[config.mk]
export PLATFORM = sky130hd
export DESIGN_NAME = updown_bcd_display
export DESIGN_NICKNAME = d
export VERILOG_FILES = /design/src/rtl/updown_bcd_display.sv
export SDC_FILE = /design/constraint.sdc
export NUM_CORES = 1
export LEC_CHECK = 0
export ABC_AREA = 1
export BUFFER_PORTS_ARGS = -buffer_cell sky130_fd_sc_hd__clkbuf_2
export CORE_MARGIN = 2
export CORE_UTILIZATION = 53
export CTS_CLUSTER_SIZE = 16
export DETAILED_ROUTE_END_ITERATION = 6
export PLACE_DENSITY = 0.78
export SYNTH_ARGS = -nofsm -noshare
export SYNTH_HDL_FRONTEND = slang
export SYNTH_SLANG_ARGS = --single-unit
[constraint.sdc]
create_clock -name clk_in -period 1.75 [get_ports clk_in]
set_input_delay 0 -clock clk_in [delete_from_list [all_inputs] [get_ports clk_in]]
set_output_delay 0 -clock clk_in [all_outputs]
set_load 0.02 [all_outputs]
[src/rtl/updown_bcd_display.sv]
// updown_bcd_display: prescaled up/down BCD counter with load, limit flags and multiplexed 7-segment output
module updown_bcd_display #(
  parameter int DIGITS   = 4,
  parameter int DIV      = 50000000,
  parameter int SCAN_DIV = 50000,
  parameter int SATURATE = 0
) (
  input  logic                  clk_in,
  input  logic                  rst,
  input  logic                  en,
  input  logic                  up_down,
  input  logic                  load,
  input  logic [4*DIGITS-1:0]   load_val,
  output logic [4*DIGITS-1:0]   count,
  output logic                  tick,
  output logic                  at_max,
  output logic                  at_min,
  output logic [6:0]            seg,
  output logic [DIGITS-1:0]     an
);
  localparam int PW = DIV > 1 ? $clog2(DIV) : 1;
  localparam int SW = SCAN_DIV > 1 ? $clog2(SCAN_DIV) : 1;
  localparam int IW = DIGITS > 1 ? $clog2(DIGITS) : 1;
  logic [PW-1:0]          pre;
  logic [SW-1:0]          scan;
  logic [IW-1:0]          idx;
  logic [4*DIGITS-1:0]    inc, dec, clamp;
  logic                   carry, borrow, scan_wrap;
  logic [3:0]             cur;
  assign tick = pre == PW'(DIV - 1);
  assign scan_wrap = scan == SW'(SCAN_DIV - 1);
  assign an = ~(DIGITS'(1) << idx);
  // ripple carry/borrow across digits; wrap at the limits falls out naturally
  always_comb begin
    inc = count;
    dec = count;
    clamp = load_val;
    carry = 1'b1;
    borrow = 1'b1;
    at_max = 1'b1;
    at_min = 1'b1;
    cur = 4'd0;
    for (int i = 0; i < DIGITS; i++) begin
      inc[4*i+:4] = carry ? (count[4*i+:4] == 4'd9 ? 4'd0 : count[4*i+:4] + 4'd1) : count[4*i+:4];
      dec[4*i+:4] = borrow ? (count[4*i+:4] == 4'd0 ? 4'd9 : count[4*i+:4] - 4'd1) : count[4*i+:4];
      carry = carry && count[4*i+:4] == 4'd9;
      borrow = borrow && count[4*i+:4] == 4'd0;
      clamp[4*i+:4] = load_val[4*i+:4] > 4'd9 ? 4'd9 : load_val[4*i+:4];
      at_max = at_max && count[4*i+:4] == 4'd9;
      at_min = at_min && count[4*i+:4] == 4'd0;
      cur = idx == IW'(i) ? count[4*i+:4] : cur;
    end
  end
  always_comb begin
    case (cur)
      4'd0:    seg = 7'h3F;
      4'd1:    seg = 7'h06;
      4'd2:    seg = 7'h5B;
      4'd3:    seg = 7'h4F;
      4'd4:    seg = 7'h66;
      4'd5:    seg = 7'h6D;
      4'd6:    seg = 7'h7D;
      4'd7:    seg = 7'h07;
      4'd8:    seg = 7'h7F;
      4'd9:    seg = 7'h6F;
      default: seg = 7'h00;
    endcase
  end
  always_ff @(posedge clk_in) begin
    if (rst) begin
      pre   <= '0;
      scan  <= '0;
      idx   <= '0;
      count <= '0;
    end else begin
      pre  <= tick ? '0 : pre + 1'b1;
      scan <= scan_wrap ? '0 : scan + 1'b1;
      if (scan_wrap) idx <= idx == IW'(DIGITS - 1) ? '0 : idx + 1'b1;
      if (load) count <= clamp;
      else if (tick && en)
        count <= up_down ? ((SATURATE != 0 && at_max) ? count : inc)
                         : ((SATURATE != 0 && at_min) ? count : dec);
    end
  end
endmodule

After elaboration in Yosys (flattened, before gate mapping) --
Memory sizes are Yosys's and may differ from the RTL's. Cells that the tools add are included.
Storage, ports and cells: bits in registers 60, bits in read-only memories 112, memories kept 1, output and inout port bits 30, input port bits 21
Memories:
- (name not given) | depth 16, width 7, read ports 1, clocked after memory_dff 0, write ports 0, RTL line 55 | case (cur)
Cells by class: mux-type cells 26, bitwise operators 1, add/sub/neg operators 11, shift operators 1, order comparisons 4, eq/ne operators 12, reductions and logical operators 21
Operators with widths (count):
- $mux 4 | 22
- $mux 16 | 3
- $add 26x1->26 const B | 1
- $eq 26x26->1 const B | 1
- $add 16x1->16 const B | 1
- $add 4x1->4 const B | 4
- $eq 16x16->1 const B | 1
- $eq 4x4->1 const B | 4
- $gt 4x4->1 const B | 4
- $logic_not 4->1 | 4
- $sub 4x1->4 const B | 4
- $ne 3x1->1 const B | 3
- $reduce_and 3->1 | 3
- $reduce_bool 3->1 | 3
- $logic_and 1x1->1 | 7
- $eq 2x2->1 const B | 2
- $not 4->4 | 1
- $reduce_or 2->1 | 2
- $shl 1x2->4 const A | 1
- $add 2x1->2 const B | 1
- $eq 2x1->1 const B | 1
- $logic_not 2->1 | 1
- $mux 2 | 1
- $reduce_bool 2->1 | 1

Logic depth before layout (Yosys ltp) --
Gate-level depths: netlist of run 1.
depth in word-level cells 7, depth in mapped cells 13, depth with buffers taken out 13

Worst setup path before layout of run 1 --
OpenSTA, ideal clock, no wires.
path type reg-to-output, start register idx[0], end output port seg[3], cell stages (with the launch flop) 12, path slack -292 ps, required time 1750 ps, arrival time 2042 ps, cells stage by stage dfxtp_1 -> inv_1 -> ha_1 -> inv_1 -> o211ai_1 -> a21boi_1 -> inv_1 -> ha_1 -> nand2_1 -> nand2_1 -> nand2_1 -> nand2_1
On the way: longest elaborated chain between the ends 6, elaborated cells on any way between the ends 9, those cells by class 3 x eq/ne; 4 x mux; 1 x reduce/logical; 1 x memory
Ends and longest elaborated chain:
- start, declared | RTL line 26 | logic [IW-1:0] idx;
- start signal, assigned | RTL line 78 | if (scan_wrap) idx <= idx == IW'(DIGITS - 1) ? '0 : idx + 1'b1;
- $logic_not 2->1 | RTL line 51 | cur = idx == IW'(i) ? count[4*i+:4] : cur;
- $mux 4 (3 in a row) | RTL line 51
- $mux 4 (*) | RTL line 51
- $mem_v2 16x7 (*)
- end, declared | RTL line 18 | output logic [6:0] seg,
Every way passes the cells marked *; elsewhere a longest branch is shown, timed or not.

Worst setup path in the final report of run 1 --
start register idx[1], end output port seg[2]
The elaborated chain is that of the path after synthesis.

==> impl_metrics.yaml, run 1 <==
place:
  port_buffers: 50
  routabilityCongestion: 0.913
  placed_cell_area_sq_mm: 0.00469
  hpwl_um: 7850
yosys:
  syn_area_per_cell_sq_um: 6.28
  synth_area_leaders: "dfxtp_1, nand2_1, nor2_1, nand3_1, inv_1"
  synth_top_area_cell: "dfxtp_1"
  syn_inst: 659
  synth-warning-count: 0
  syn_area_sq_mm: 0.00414
  syn_nets: 692
  synthDistinctLibCells: 40
  synth-seq-area-share_pct: 29.0
  synth_top_area_share_pct: 29.0
  synth-seq-cells: 60
critical_path:
  required_ns: 1.75
  arrival_ns: 2.25
  rr_endpoint: "pre[16]"
  crit_type: "flop to primary output"
  critPathLaunchType: "flop"
  critPathCaptureType: "primary output"
  critPathMaxFanout: 6
  r2r_setup_slack_ns: 0.15
  crit_start: "idx[1]"
  crit_end: "seg[2]"
  reg2regPathDepth: 10
  r2r_start: "pre[0]"
global_routing:
  grt_pass1_vias: 4274
  grt_overflow: 0
  antenna_found_initial: 0
  grt_pass1_wl_um: 18600
  grt_max_degree: 32
  track_usage_pct: 26.7
timing:
  tns_ns: -2.91
  post-route-min-period_ns: 2.25
  slew_viol_final: 0
  setup_viol: 7
  worst_slack_ns: -0.503
  max_slew_margin_pct: 73.8
  fmax_mhz: 444
  finalHoldViolCount: 0
  worst_pin_slew_ns: 0.393
  rsz0062_at_grt: "yes"
  finalCritPeriodShare_pct: 129
  finClkSkew_ns: 0.0170
clock_network:
  numCtsBuffers: 9
  cts_tree: "yes"
  htreeDepth: 3
  clk_path_buf_depth: 2
  clock-sinks: 60
  root_buffer: "clkbuf_8"
  path_clk_slew_ns: 0.09
  insertion_delay_ns: 0.36
layout:
  fillers: 644
  final_area_sq_mm: 0.00528
  drive_gt1_share_pct: 27.7
  register_area_sq_mm: 0.00121
  utilization_pct: 69.0
  multi_input_area_sq_mm: 0.00274
  final_nets: 779
  area_delta_synth_final_pct: 27.5
  diodes: 0
floorplan:
  num_rows: 32
  die_area_sq_mm: 0.00854
  die_h_um: 92.4
  start_util_pct: 54.2
  die_x_um: 92.4
  design.portCount: 51
  core-area_sq_mm: 0.00765
min_path:
  hold_class: "primary input to flop"
status:
  status: "finished, violations left"
  failed_checks: "negative setup slack"
flow_run:
  max_cap_viol_count: 0
routing:
  wl_um: 11200
  drt_pre_antenna_iters: 7
  vias_per_cell: 5.33
  drtIter0Drc: 217
  drc: 0
  wl_per_cell_um: 13.2
  antenna_left: 0
  vias: 4545
pwr:
  power.total_mw: 3.75
  p_leak_nw: 2.29
  ir_worst_vdd_mv: 0.704
  powerDensity_mw_per_mm2: 710
==> worst max-delay path, cell delays in order, from the launching register on <==
cell and delay, ns:
dfxtp_4 0.37, inv_6 0.07, ha_4 0.14, inv_4 0.05, nand3_1 0.09, o211ai_1 0.11, a21boi_2 0.25, inv_2 0.09
buf_6 0.13, ha_2 0.16, nand2_1 0.08, nand2_1 0.08, nand2_1 0.12, clkbuf_8 0.16
==> cells in the final DEF (no fill, tap or decap), drive strengths merged, types with 3 or more instances in the layout <==
master / Yosys / routed
nand2: 176 / 176
nor2: 124 / 124
inv: 84 / 84
nand3: 61 / 61
dfxtp: 60 / 60
clkbuf: 2 / 54
buf: 11 / 42
a21oi: 41 / 41
nor3: 17 / 17
o21ai: 16 / 16
xor2: 12 / 12
ha: 12 / 12
nand4: 8 / 8
o211ai: 6 / 6
xnor2: 6 / 6
nor4: 5 / 5
or2: 4 / 4
nand3b: 4 / 4
a211oi: 3 / 3
clkinv: 0 / 3
==> final cells by class <==
type	instances	share of cell area (%)
multi-input combinational	502	51.9
sequential	60	23.0
timing repair buffer	89	12.1
inverter	84	6.30
tap	102	2.42
clock buffer	9	2.35
clock inverter	7	1.92
==> worst min-delay path by stage <==
stage | start | endpoint | cells past startpoint | slack [ns]
after floorplan | load_val[1] | count[0] | 4 | 0.25
after global placement | load_val[0] | count[0] | 5 | 0.34
after detailed placement | load_val[0] | count[0] | 5 | 0.35
after CTS | load_val[1] | count[0] | 5 | 0.02
after global routing | load_val[3] | count[3] | 7 | 0.1
final | load_val[1] | count[0] | 5 | 0.02
==> Yosys cell counts (all sizes together) <==
cell type,instances
or2,4
a21boi,2
a21oi,41
buf,11
nand2,176
nor4,5
nor3,17
dfxtp,60
o21a,1
clkbuf,2
o211ai,6
nor3b,2
a211oi,3
nor2,124
xor2,12
nand3b,4
ha,12
xnor2,6
nand3,61
inv,84
o21ai,16
nand4,8
o31ai,1
o21bai,1
==> cells by family after synthesis <==
| family | after synthesis | synth area share [%] |
|---|---|---|
| and+or+nand+nor | 401 | 43.9 |
| buffers and inverters | 97 | 9.76 |
| AOI/OAI and AO/OA | 71 | 9.88 |
| DFF | 60 | 29.0 |
| xor gates and xnor gates | 18 | 3.81 |
| adders and majority gates | 12 | 3.63 |
==> layer usage <==
layer  part of all wire, %  wire [um]  global-route usage, %
met5                     0          0                      0
met4                   4.4        498                   14.6
met3                   5.0        559                   5.70
met2                    51       5690                   47.7
met1                    40       4480                   29.3
==> where the power goes <==
part           leakage [nW]  switching [mW]  internal [mW]  total (mW)
Combinational          1.70           0.519          0.329       0.849
Sequential            0.491          0.0544           1.41        1.46
Clock                 0.106           0.631          0.808        1.44
==> flip-flops by register name (all words and copies together), names as in the netlist <==
| signal | count |
|---|---|
| count | 16 |
| scan | 16 |
| idx | 2 |
| pre | 26 |
==> metrics by stage <==
| step | setup WS [ns] | hold slack, ns | instances |
|---|---|---|---|
| after floorplan | -0.0203 | 0.246 | 659 |
| after global placement | -0.0216 | 0.344 | 830 |
| after detailed placement | -0.145 | 0.354 | 830 |
| after CTS | -0.363 | 0.0184 | 851 |
| after global routing | -0.560 | 0.0978 | 853 |
| final | -0.503 | 0.0229 | 853 |
==> timing repair <==
action	4_1_cts	5_1_grt
pin swaps	13	12
endpoints found under the hold margin	2	0
setup buffers	4	2
resized for setup	53	30
hold buffers	2	0
setup endpoints to repair	10	42
Power figures use the tool's default switching activity.
==> inputs of run 2 (changes only) <==
ABC_AREA = not set   (was 1)
==> run 2 against run 1 <==
Effect of this change:
- the run ends with design-rule violations, negative setup slack left
- sequential share of layout area down 3.8 points
- clock power up 17%
- combinational power up 33%
- largest cell class unchanged
- design area up 22%
- largest power group is now clock
==> impl_metrics.yaml, run 2 <==
floorplan:
  design.portCount: 51
  core-area_sq_mm: 0.00714
  die_area_sq_mm: 0.00797
  start_util_pct: 54.0
  die_h_um: 89.3
  die_x_um: 89.3
  num_rows: 31
layout:
  final_common_cell: "buf_4"
  largest_register: "pre"
  drive_gt1_share_pct: 49.2
  largest_reg_flops: 26
  fin_cells: 765
  area_delta_synth_final_pct: 66.6
  final_nets: 692
  multi_input_area_sq_mm: 0.00324
  final_cell_mix: "buf_4, nor2_1, clkbuf_2"
  fillers: 236
  reg_top3: "pre x26, count x16, scan x16"
  register_area_sq_mm: 0.00123
timing:
  worst_slack_ns: -1.22
  post-route-min-period_ns: 2.97
  max_slew_margin_pct: 39.4
  finalCritPeriodShare_pct: 170
  tns_ns: -28.33
  slew_viol_final: 0
  finalHoldViolCount: 0
  worst_pin_slew_ns: 0.904
  setup_viol: 56
  fmax_mhz: 337
  rsz0062_at_grt: "yes"
  finClkSkew_ns: 0.0234
yosys:
  syn_inst: 495
  synth_top_area_share_pct: 31.2
  synth-seq-area-share_pct: 31.2
  synth_ff_type: "dfxtp_1"
  yosysMostFrequentCell: "nor2_1"
  synth_top_area_cell: "dfxtp_1"
  syn_area_sq_mm: 0.00385
  syn_area_per_cell_sq_um: 7.79
  synth-seq-cells: 60
  synth_common_cells: "nor2_1, dfxtp_1, nand2_1"
  synth_area_leaders: "dfxtp_1, nor2_1, xor2_1, xnor2_1, ha_1"
  synthArstFlopShare_pct: 0
  synth-warning-count: 0
  synthDistinctLibCells: 58
  synth_edf_count: 0
  syn_nets: 528
routing:
  drtIter0Drc: 1566
  drc: 144
  vias: 5849
  antenna_left: 0
  wl_per_cell_um: 32.3
  wl_um: 24700
  vias_per_cell: 7.65
  drt_pre_antenna_iters: 7
critical_path:
  arrival_ns: 2.97
  required_ns: 1.75
  worst_path_max_delay_cell: "a21oi_1"
  critPathBufInv: 5
  max_stage_delay_ns: 0.63
  critPathLaunchType: "flop"
  crit_type: "flop to primary output"
  critPathMaxFanout: 12
  path_cells: "buf_4, inv_1, a21oi_1, a22oi_2, buf_6, buf_4, ha_1, o2bb2ai_4, buf_8"
  critPathCaptureType: "primary output"
  cp_top_family: "compound AO/OA/AOI/OAI gates"
  cp_common_cell: "buf_4"
global_routing:
  grt_overflow: 0
  grt_max_degree: 31
  grt_pass1_wl_um: 25400
  antenna_found_initial: 5
  track_usage_pct: 43.1
  grt_pass1_vias: 4700
place:
  hpwl_um: 7910
  pre_cts_slack_ns: -0.497
  port_buffers: 50
  place_inst: 705
  routabilityCongestion: 0.871
flow_run:
  max_cap_viol_count: 0
clock_network:
  insertion_delay_ns: 0.38
  htreeDepth: 3
  numCtsBuffers: 9
  path_clk_slew_ns: 0.10
  cts_tree: "yes"
  clock-sinks: 60
  clk_path_buf_depth: 2
  root_buffer: "clkbuf_8"
pwr:
  powerDensity_mw_per_mm2: 666
  ir_worst_vdd_mv: 0.643
  p_leak_nw: 2.55
min_path:
  hold_class: "primary input to flop"
status:
  status: "finished, violations left"
  failed_checks: "design-rule violations, negative setup slack"
run 2: cell types whose count changed in the layout (fill, tap and decap cells not counted), sizes merged, moves of 12 or more:
cell | previous run | this run
nand2 | 176 | 30
buf | 42 | 131
inv | 84 | 22
nor2 | 124 | 66
nand3 | 61 | 23
a21oi | 41 | 22
xnor2 | 6 | 21
xor2 | 12 | 24
run 2: where the power goes:
part | switching [mW] | total (mW) | internal, mW
Clock | 0.730 | 1.69 | 0.957
Combinational | 0.671 | 1.13 | 0.458
Sequential | 0.0624 | 1.46 | 1.40
run 2: logic make-up (layout without fill, tap and decap cells):
kind of cell | after synthesis | in the layout | share of synthesized area (%)
other | 0 | 2 | 0
and+or+nand+nor | 224 | 227 | 30.8
DFF | 60 | 60 | 31.2
buffers and inverters | 56 | 222 | 5.68
xor gates and xnor gates | 45 | 45 | 10.2
adders and majority gates | 12 | 12 | 3.89
AOI/OAI and AO/OA | 89 | 89 | 15.9
muxes | 9 | 9 | 2.34
run 2: tightest hold or removal path, cell delays in order:
cell and delay [ns]:
clkbuf_2 0.11, nor3_1 0.07, a211oi_2 0.20
run 2: worst paths after layout:
| path | from | end | slack [ns] | cells past startpoint |
|---|---|---|---|---|
| worst min-delay path | load_val[4] | count[4] | 0.05 | 3 |
| worst max-delay path | count[8] | seg[0] | -1.22 | 9 |
| worst min register to register | scan[0] | scan[0] | 0.52 | 1 |
| worst max register to register | count[0] | count[10] | -0.97 | 7 |
run 2: area by class of cell:
type	instances	area share (%)
multi-input cells	382	50.5
clock buffers	9	1.93
repair buffers	182	22.8
inverters	24	1.62
well taps	99	1.93
flip-flops and latches	60	19.2
clock inverters	7	1.95
diodes	2	0.0779
run 2: routing by layer:
layer	GRT usage (%)	vias to the layer above	wire length, um
li1	-	2106	-
met1	47.0	2575	7600
met2	69.2	787	9470
met3	19.8	379	4270
met4	24.3	2	3350
met5	0	-	34
run 2: repair_timing:
action	in CTS	in global routing
setup endpoints to repair	50	50
hold endpoints to repair	7	1
pin swaps	39	29
hold buffers	9	1
resized for setup	100	68
buffers inserted	16	15
cloned	0	3
run 2: per-stage QoR:
stage / hold slack (ns) / instance area [sq um] / power (mW) / utilization (%)
final: 0.0466 / 6420 / 4.28 / 90.0
after global routing: 0.0215 / 6420 / 4.31 / 90.0
after CTS: 0.00991 / 6010 / 3.86 / 84.2
after detailed placement: 0.271 / 5100 / 2.15 / 71.4
after global placement: 0.263 / 5100 / 2.13 / 71.4
after floorplan: 0.133 / 4210 / 1.92 / -
